--- src/rtl/adder_2_sweep_eval.sv ---
// Exhaustive 128-vector error evaluator for the 7-in/4-out approximate adder.
// Optional worst-vector capture: define SWEEP_EVAL_WCE_CAPTURE_EN.
module adder_2_sweep_eval #(
   parameter int unsigned SETTLE = 0
) (
   input  logic        clk,
   input  logic        rst_n,
   input  logic        start,
   input  logic        abort,
   output logic [6:0]  vec_o,
   input  logic [3:0]  approx_i,
   output logic        busy,
   output logic        done,
   output logic [7:0]  err_count,
   output logic [3:0]  max_ed,
   output logic [10:0] sum_ed,
   output logic [6:0]  worst_vec
);

   typedef enum logic [1:0] {
      S_IDLE   = 2'd0,
      S_DRIVE  = 2'd1,
      S_SAMPLE = 2'd2,
      S_DONE   = 2'd3
   } state_t;

   localparam logic [3:0] SETTLE_C = 4'(SETTLE);

   // Reference sum: operand bits are interleaved across the adder pins.
   function automatic logic [3:0] exact_sum(input logic [6:0] v);
      logic [3:0] a;
      logic [3:0] b;
      a = {1'b0, v[1], v[2], v[0]};
      b = {1'b0, v[4], v[5], v[3]};
      return a + b + {3'b000, v[6]};
   endfunction

   function automatic logic [3:0] err_dist(input logic [3:0] ex, input logic [3:0] ap);
      logic signed [4:0] d;
      d = $signed({1'b0, ex}) - $signed({1'b0, ap});
      return d[4] ? 4'(-d) : d[3:0];
   endfunction

   state_t      r_state, w_state_nxt;
   logic [6:0]  r_vec, w_vec_nxt;
   logic [3:0]  r_wait, w_wait_nxt;
   logic        r_busy, w_busy_nxt;
   logic        r_done, w_done_nxt;
   logic [7:0]  r_err_cnt, w_err_cnt_nxt;
   logic [3:0]  r_max_ed, w_max_ed_nxt;
   logic [10:0] r_sum_ed, w_sum_ed_nxt;
   logic [3:0]  w_exact;
   logic [3:0]  w_ed;
`ifdef SWEEP_EVAL_WCE_CAPTURE_EN
   logic [6:0]  r_worst, w_worst_nxt;
`endif

   assign w_exact = exact_sum(r_vec);
   assign w_ed    = err_dist(w_exact, approx_i);

   // Next-state, sweep control and accumulator update.
   always_comb begin
      w_state_nxt   = r_state;
      w_vec_nxt     = r_vec;
      w_wait_nxt    = r_wait;
      w_done_nxt    = 1'b0;
      w_err_cnt_nxt = r_err_cnt;
      w_max_ed_nxt  = r_max_ed;
      w_sum_ed_nxt  = r_sum_ed;
`ifdef SWEEP_EVAL_WCE_CAPTURE_EN
      w_worst_nxt   = r_worst;
`endif
      case (r_state)
         S_IDLE, S_DONE: begin
            if (start) begin
               w_state_nxt   = S_DRIVE;
               w_vec_nxt     = 7'd0;
               w_wait_nxt    = SETTLE_C;
               w_err_cnt_nxt = 8'd0;
               w_max_ed_nxt  = 4'd0;
               w_sum_ed_nxt  = 11'd0;
`ifdef SWEEP_EVAL_WCE_CAPTURE_EN
               w_worst_nxt   = 7'd0;
`endif
            end else begin
               w_state_nxt = r_state;
            end
         end
         S_DRIVE: begin
            if (abort) begin
               w_state_nxt = S_IDLE;
               w_vec_nxt   = 7'd0;
            end else if (r_wait == 4'd0) begin
               w_state_nxt = S_SAMPLE;
            end else begin
               w_wait_nxt = r_wait - 4'd1;
            end
         end
         S_SAMPLE: begin
            // Abort discards this cycle's sample entirely.
            if (abort) begin
               w_state_nxt = S_IDLE;
               w_vec_nxt   = 7'd0;
            end else begin
               w_err_cnt_nxt = r_err_cnt + {7'd0, (w_ed != 4'd0)};
               w_sum_ed_nxt  = r_sum_ed + {7'd0, w_ed};
               if (w_ed > r_max_ed) begin
                  w_max_ed_nxt = w_ed;
`ifdef SWEEP_EVAL_WCE_CAPTURE_EN
                  w_worst_nxt  = r_vec;
`endif
               end else begin
                  w_max_ed_nxt = r_max_ed;
               end
               if (r_vec == 7'd127) begin
                  w_state_nxt = S_DONE;
                  w_done_nxt  = 1'b1;
               end else begin
                  w_state_nxt = S_DRIVE;
                  w_vec_nxt   = r_vec + 7'd1;
                  w_wait_nxt  = SETTLE_C;
               end
            end
         end
         default: begin
            w_state_nxt = S_IDLE;
            w_vec_nxt   = 7'd0;
         end
      endcase
      w_busy_nxt = (w_state_nxt == S_DRIVE) || (w_state_nxt == S_SAMPLE);
   end

   // State and registered outputs.
   always_ff @(posedge clk or negedge rst_n) begin
      if (!rst_n) begin
         r_state   <= S_IDLE;
         r_vec     <= 7'd0;
         r_wait    <= 4'd0;
         r_busy    <= 1'b0;
         r_done    <= 1'b0;
         r_err_cnt <= 8'd0;
         r_max_ed  <= 4'd0;
         r_sum_ed  <= 11'd0;
      end else begin
         r_state   <= w_state_nxt;
         r_vec     <= w_vec_nxt;
         r_wait    <= w_wait_nxt;
         r_busy    <= w_busy_nxt;
         r_done    <= w_done_nxt;
         r_err_cnt <= w_err_cnt_nxt;
         r_max_ed  <= w_max_ed_nxt;
         r_sum_ed  <= w_sum_ed_nxt;
      end
   end

`ifdef SWEEP_EVAL_WCE_CAPTURE_EN
   // First vector that reached the current worst error distance.
   always_ff @(posedge clk or negedge rst_n) begin
      if (!rst_n) begin
         r_worst <= 7'd0;
      end else begin
         r_worst <= w_worst_nxt;
      end
   end
   assign worst_vec = r_worst;
`else
   assign worst_vec = 7'd0;
`endif

   assign vec_o     = r_vec;
   assign busy      = r_busy;
   assign done      = r_done;
   assign err_count = r_err_cnt;
   assign max_ed    = r_max_ed;
   assign sum_ed    = r_sum_ed;

endmodule

--- config.mk ---
export PLATFORM = sky130hd
export DESIGN_NAME = adder_2_sweep_eval
export DESIGN_NICKNAME = d
export VERILOG_FILES = /design/src/rtl/adder_2_sweep_eval.sv
export SDC_FILE = /design/constraint.sdc
export NUM_CORES = 1
export LEC_CHECK = 0
export CORE_ASPECT_RATIO = 0.8
export CORE_MARGIN = 2
export CORE_UTILIZATION = 40
export DETAILED_ROUTE_END_ITERATION = 16
export PLACE_DENSITY = 0.6
export SLEW_MARGIN = 10
export SYNTH_ARGS = -nofsm -noshare
export SYNTH_HDL_FRONTEND = slang
export SYNTH_SLANG_ARGS = --single-unit
export TNS_END_PERCENT = 5
--- constraint.sdc ---
create_clock -name clk -period 8.02 [get_ports clk]
set_clock_uncertainty 0.2 [all_clocks]
set_input_delay 0.802 -clock clk [delete_from_list [all_inputs] [get_ports clk]]
set_output_delay 0.802 -clock clk [all_outputs]
set_load 0.02 [all_outputs]
* Word level (Yosys, flattened, before mapping)
Cells that the tools add are included.
Cells by class: $add $sub $neg 8, $mul 0, div/mod/pow operators 0, order comparisons 1, eq/ne operators 14, shift operators 0, muxes and demuxes 30, bitwise operators 0, reductions and logical operators 10
Operators with widths (number):
- two-way mux 4 bit | 8
- two-way mux 7 bit | 4
- two-way mux 11 bit | 2
- one-hot mux 11 bit (2 select lines) | 1
- one-hot mux 7 bit (3 select lines) | 1
- two-way mux 8 bit | 2
- one-hot mux 8 bit (2 select lines) | 1
- inequality test 2 bit, second input constant | 7
- one-hot mux 4 bit (3 select lines) | 1
- adder 11 x 4 -> 11 bit | 1
- two-way mux 2 bit | 5
- adder 8 x 1 -> 8 bit | 1
- one-hot mux 4 bit (2 select lines) | 1
- adder 7 x 1 -> 7 bit, second input constant | 1
- equality test 7 bit, second input constant | 1
- equality test 2 bit, second input constant | 3
- one-hot mux 2 bit (3 select lines) | 1
- AND reduction 3 bit | 2
- AND reduction 5 bit | 1
- subtractor 4 x 4 -> 5 bit | 1
- adder 3 x 3 -> 4 bit | 1
- adder 4 x 1 -> 4 bit | 1
- equality test 2 x 1 -> 1 bit, second input constant | 2
- > comparator 4 bit | 1
- 11 further kinds | 13
Word-level totals: register bits after elaboration 38, latch bits 0, RAM bits 0, bits in read-only memories 0, bits of input ports 8, output and inout port bits 39, word-level logic and storage cells 71, memories kept 0

* Longest topological paths before layout
depth in word-level cells 9, mapped depth 15, depth with buffers taken out 15

* Least setup slack after synthesis
No wires, ideal clock.
path type input-to-reg, from input approx_i[0], to register r_sum_ed[8] (netlist: sum_ed[8]), setup time 0.137 ns, arrival 3.721 ns, data required time 7.683 ns, setup slack 3.962 ns, stages 12, path buffers 0, path through ha_1 fa_1 fa_1 ha_1 nor3b_1 a21oi_1 fa_1 a21o_1 a21oi_1 nor3_1 xnor2_1 nor2_1
Between the ends: word-level cells in the longest chain between the ends 6
RTL lines:
- from (decl) | RTL line 11 | input logic [3:0] approx_i,
- subtractor 4 x 4 -> 5 bit * | RTL line 40 | d = $signed({1'b0, ex}) - $signed({1'b0, ap});
- negator 4 bit | RTL line 41 | return d[4] ? 4'(-d) : d[3:0];
- two-way mux 4 bit * | RTL line 41
- adder 11 x 4 -> 11 bit * | RTL line 106 | w_sum_ed_nxt = r_sum_ed + {7'd0, w_ed};
- two-way mux 11 bit * | RTL line 101 | if (abort) begin
- one-hot mux 11 bit (2 select lines) * | RTL line 73 | case (r_state)
- to (signal assigned) | RTL line 152 | r_sum_ed <= w_sum_ed_nxt;
- to (decl) | RTL line 51 | logic [10:0] r_sum_ed, w_sum_ed_nxt;
Mark *: on every way between the ends. The rest lies on a longest branch, timed or not. The select of a mux whose other input is x is not followed. A chain may end at the register's enable or synchronous reset.

* Worst setup path in the final report
Same ends and word-level chain as after synthesis.

==> results.toml <==
[outcome]
status = "finished clean"

[sta]
slew-limit-headroom = 0.411
period_share = 0.557
layout_min_cycle_time_ns = 4.47
tns_ns = 0
rsz0062_at_grt = "no"
hold_violations = 0
finalMaxSlewViolations = 0
timing_worst_slew_pin_value_ns = 0.883
finalSetupViolCount = 0
fin_ws_ns = 3.55
max_freq_ghz = 0.224
holdWs_ns = 0.328

[setup_path]
r2r_end = "sum_ed[8]"
reg2reg_from = "vec_o[3]"
path_class = "in -> reg"
cp.arrival_ns = 4.42
crit_start = "approx_i[0]"
reg2reg_slack_ns = 3.85
ff2ff_path_depth = 13
cp-end-kind = "flip-flop"
cp-endpoint = "sum_ed[8]"
worstPathMaxFanout = 5
cp-start-kind = "primary input"
required_ns = 7.98

[grt]
grt_pass1_vias = 1898
grt_overflow = 0
grt_max_degree = 39
grt_pass1_wl_mm = 9.01
grt_usage = 0.165
antenna_found_initial = 0

[clock_network]
clk_path_buf_depth = 2
cts-resized-gates = 0
cts_sinks = 38
cts.root.buffer_cell = "clkbuf_8"
numCtsBuffers = 5
cts_tree = "yes"
cts_max_level = 2
clock_latency_ns = 0.29
cts_setup_buffers = 0
clk_pin_slew_ns = 0.08
ctsHoldBuffers = 0

[floorplanning]
row_count = 26
die-area_um2 = 7090
io_pins = 47
initial_core_util = 0.407
die_x_um = 93.6
core_um2 = 6310
die_y_um = 75.7

[logic_synthesis]
synthesis.area_um2 = 2570
ys_seq_area_frac = 0.370
yosys_most_used_dff = "dfrtp_1"
synth_edf_count = 0
synth.avg_cell_area_um2 = 9.70
synth_top_cell_by_area = "dfrtp_1"
netlist_top_cells_area = "dfrtp_1 (37%), ha_1 (9.7%), fa_1 (3.9%), inv_1 (3.8%), o21ai_0 (3.5%)"
netlist_instances = 265
synth_warnings = 0
ys_ff_latch = 38
async_flop_share = 1.00
synth_cell_types = 51
yosysTopAreaCellShare = 0.370

[route]
drtAntennaViolNets = 0
drt_wl_total_mm = 5.21
first_iter_violations = 78
wl_per_cell_um = 13.4
drc = 0
viasPerCell = 5.21
dr_total_vias = 2025
first_pass_iters = 4

[placed_design]
place_inst = 381
place_congestion = 0.794
place_area_um2 = 2980
numPortBuffers = 39
post-place-ws_ns = 3.28
place_hpwl_mm = 3.85

[pwr]
p_leak_uw = 0.00131
vdd_drop_max_uv = 198
power_density_nw_per_um2 = 317

[finish]
fillCellCount = 608
final_area_um2 = 3080
fin_cells = 389
layout-drive-gt1-share = 0.0721
multiInputGateArea_um2 = 1440
antenna_cells = 0
seq_area_um2 = 951
area_growth_pct = 19.7
final_nets = 337

[min_path]
worst_hold_startpoint = "max_ed[2]"
hp-class = "reg -> reg"

[flow_run]
drv_cap = 0
-- sequential cells by signal (all words and copies together), names as in the netlist --
name	cells
r_state	2
vec_o	7
max_ed	4
err_count	8
sum_ed	11
busy	1
done	1
r_wait	4
-- power breakdown --
group / switching [uW] / internal (uW)
logic: 336 / 224
clock network: 70.2 / 69.1
registers: 39.5 / 235
total: 446 / 528
-- final cells by class --
cell class | count | area share
Inverter | 26 | 0.0317
Clock buffer | 6 | 0.0269
Timing Repair Buffer | 39 | 0.125
Multi-Input combinational cell | 194 | 0.469
Tap cell | 84 | 0.0342
Clock inverter | 2 | 0.00407
Sequential cell | 38 | 0.309
-- how the worst min path moves through the flow --
stage                endpoint  slack (ns)  depth (start not counted)
floorplan                busy        0.31                          0
global placement    max_ed[2]        0.31                          1
detailed placement  max_ed[2]        0.31                          1
CTS                 max_ed[2]        0.34                          1
global route        sum_ed[0]        0.36                          1
finish              max_ed[2]        0.33                          1
-- layer usage --
| metal | wire length, um | part of all wire | track usage |
|---|---|---|---|
| met5 | 0 | 0 | 0 |
| met3 | 244 | 0.047 | 0.0366 |
| met2 | 2300 | 0.44 | 0.269 |
| met1 | 2610 | 0.50 | 0.226 |
| met4 | 60 | 0.012 | 0.0499 |
-- worst max-delay path, stage by stage --
cell             delay (ns)
clkdlybuf4s50_1        0.40
ha_1                   0.29
fa_1                   0.40
fa_1                   0.49
ha_1                   0.30
nor3b_1                0.20
a21oi_1                0.13
fa_1                   0.47
a21o_1                 0.20
a21oi_1                0.39
nor3_1                 0.13
xnor2_1                0.16
nor2_1                 0.05
-- cell usage in the layout (no fill, tap or decap), types with 3 or more instances in the layout --
master	n
nand3_1	5
mux2i_1	5
o21ai_0	18
fa_1	5
a21oi_1	14
a21o_1	4
and3_1	3
conb_1	7
inv_1	26
xnor2_1	8
or3_1	6
clkdlybuf4s50_1	38
ha_1	20
nor3_1	6
a22o_1	10
clkbuf_8	6
nand2_1	17
xor2_1	6
nor2_1	16
nand4_1	7
nor3b_1	5
dfrtp_1	38
-- metrics by stage --
stage	utilization	power (uW)
2_1_floorplan	-	694
3_3_place_gp	0.472	831
3_5_place_dp	0.472	838
4_1_cts	0.487	985
5_1_grt	0.487	1070
6_report	0.487	974
-- kinds of logic (layout without fill, tap and decap cells) --
family          after synthesis  after routing  synth area share
other cells                   1              7           0.00146
mux                           5              5            0.0195
xor+xnor                     14             14            0.0477
compound gates               61             61             0.167
buf+inv                      39             73            0.0779
simple gates                 82             82             0.180
flops                        38             38             0.370
fa+ha+maj                    25             25             0.136
-- cell usage after synthesis (7+ instances only) --
cell type   n
xnor2_1     8
buf_4       8
ha_1       20
a22o_1     10
a21oi_1    14
dfrtp_1    38
nand4_1     7
o21ai_0    18
nor2_1     16
nand2_1    17
inv_1      26
(Power assumes the default switching activity.)
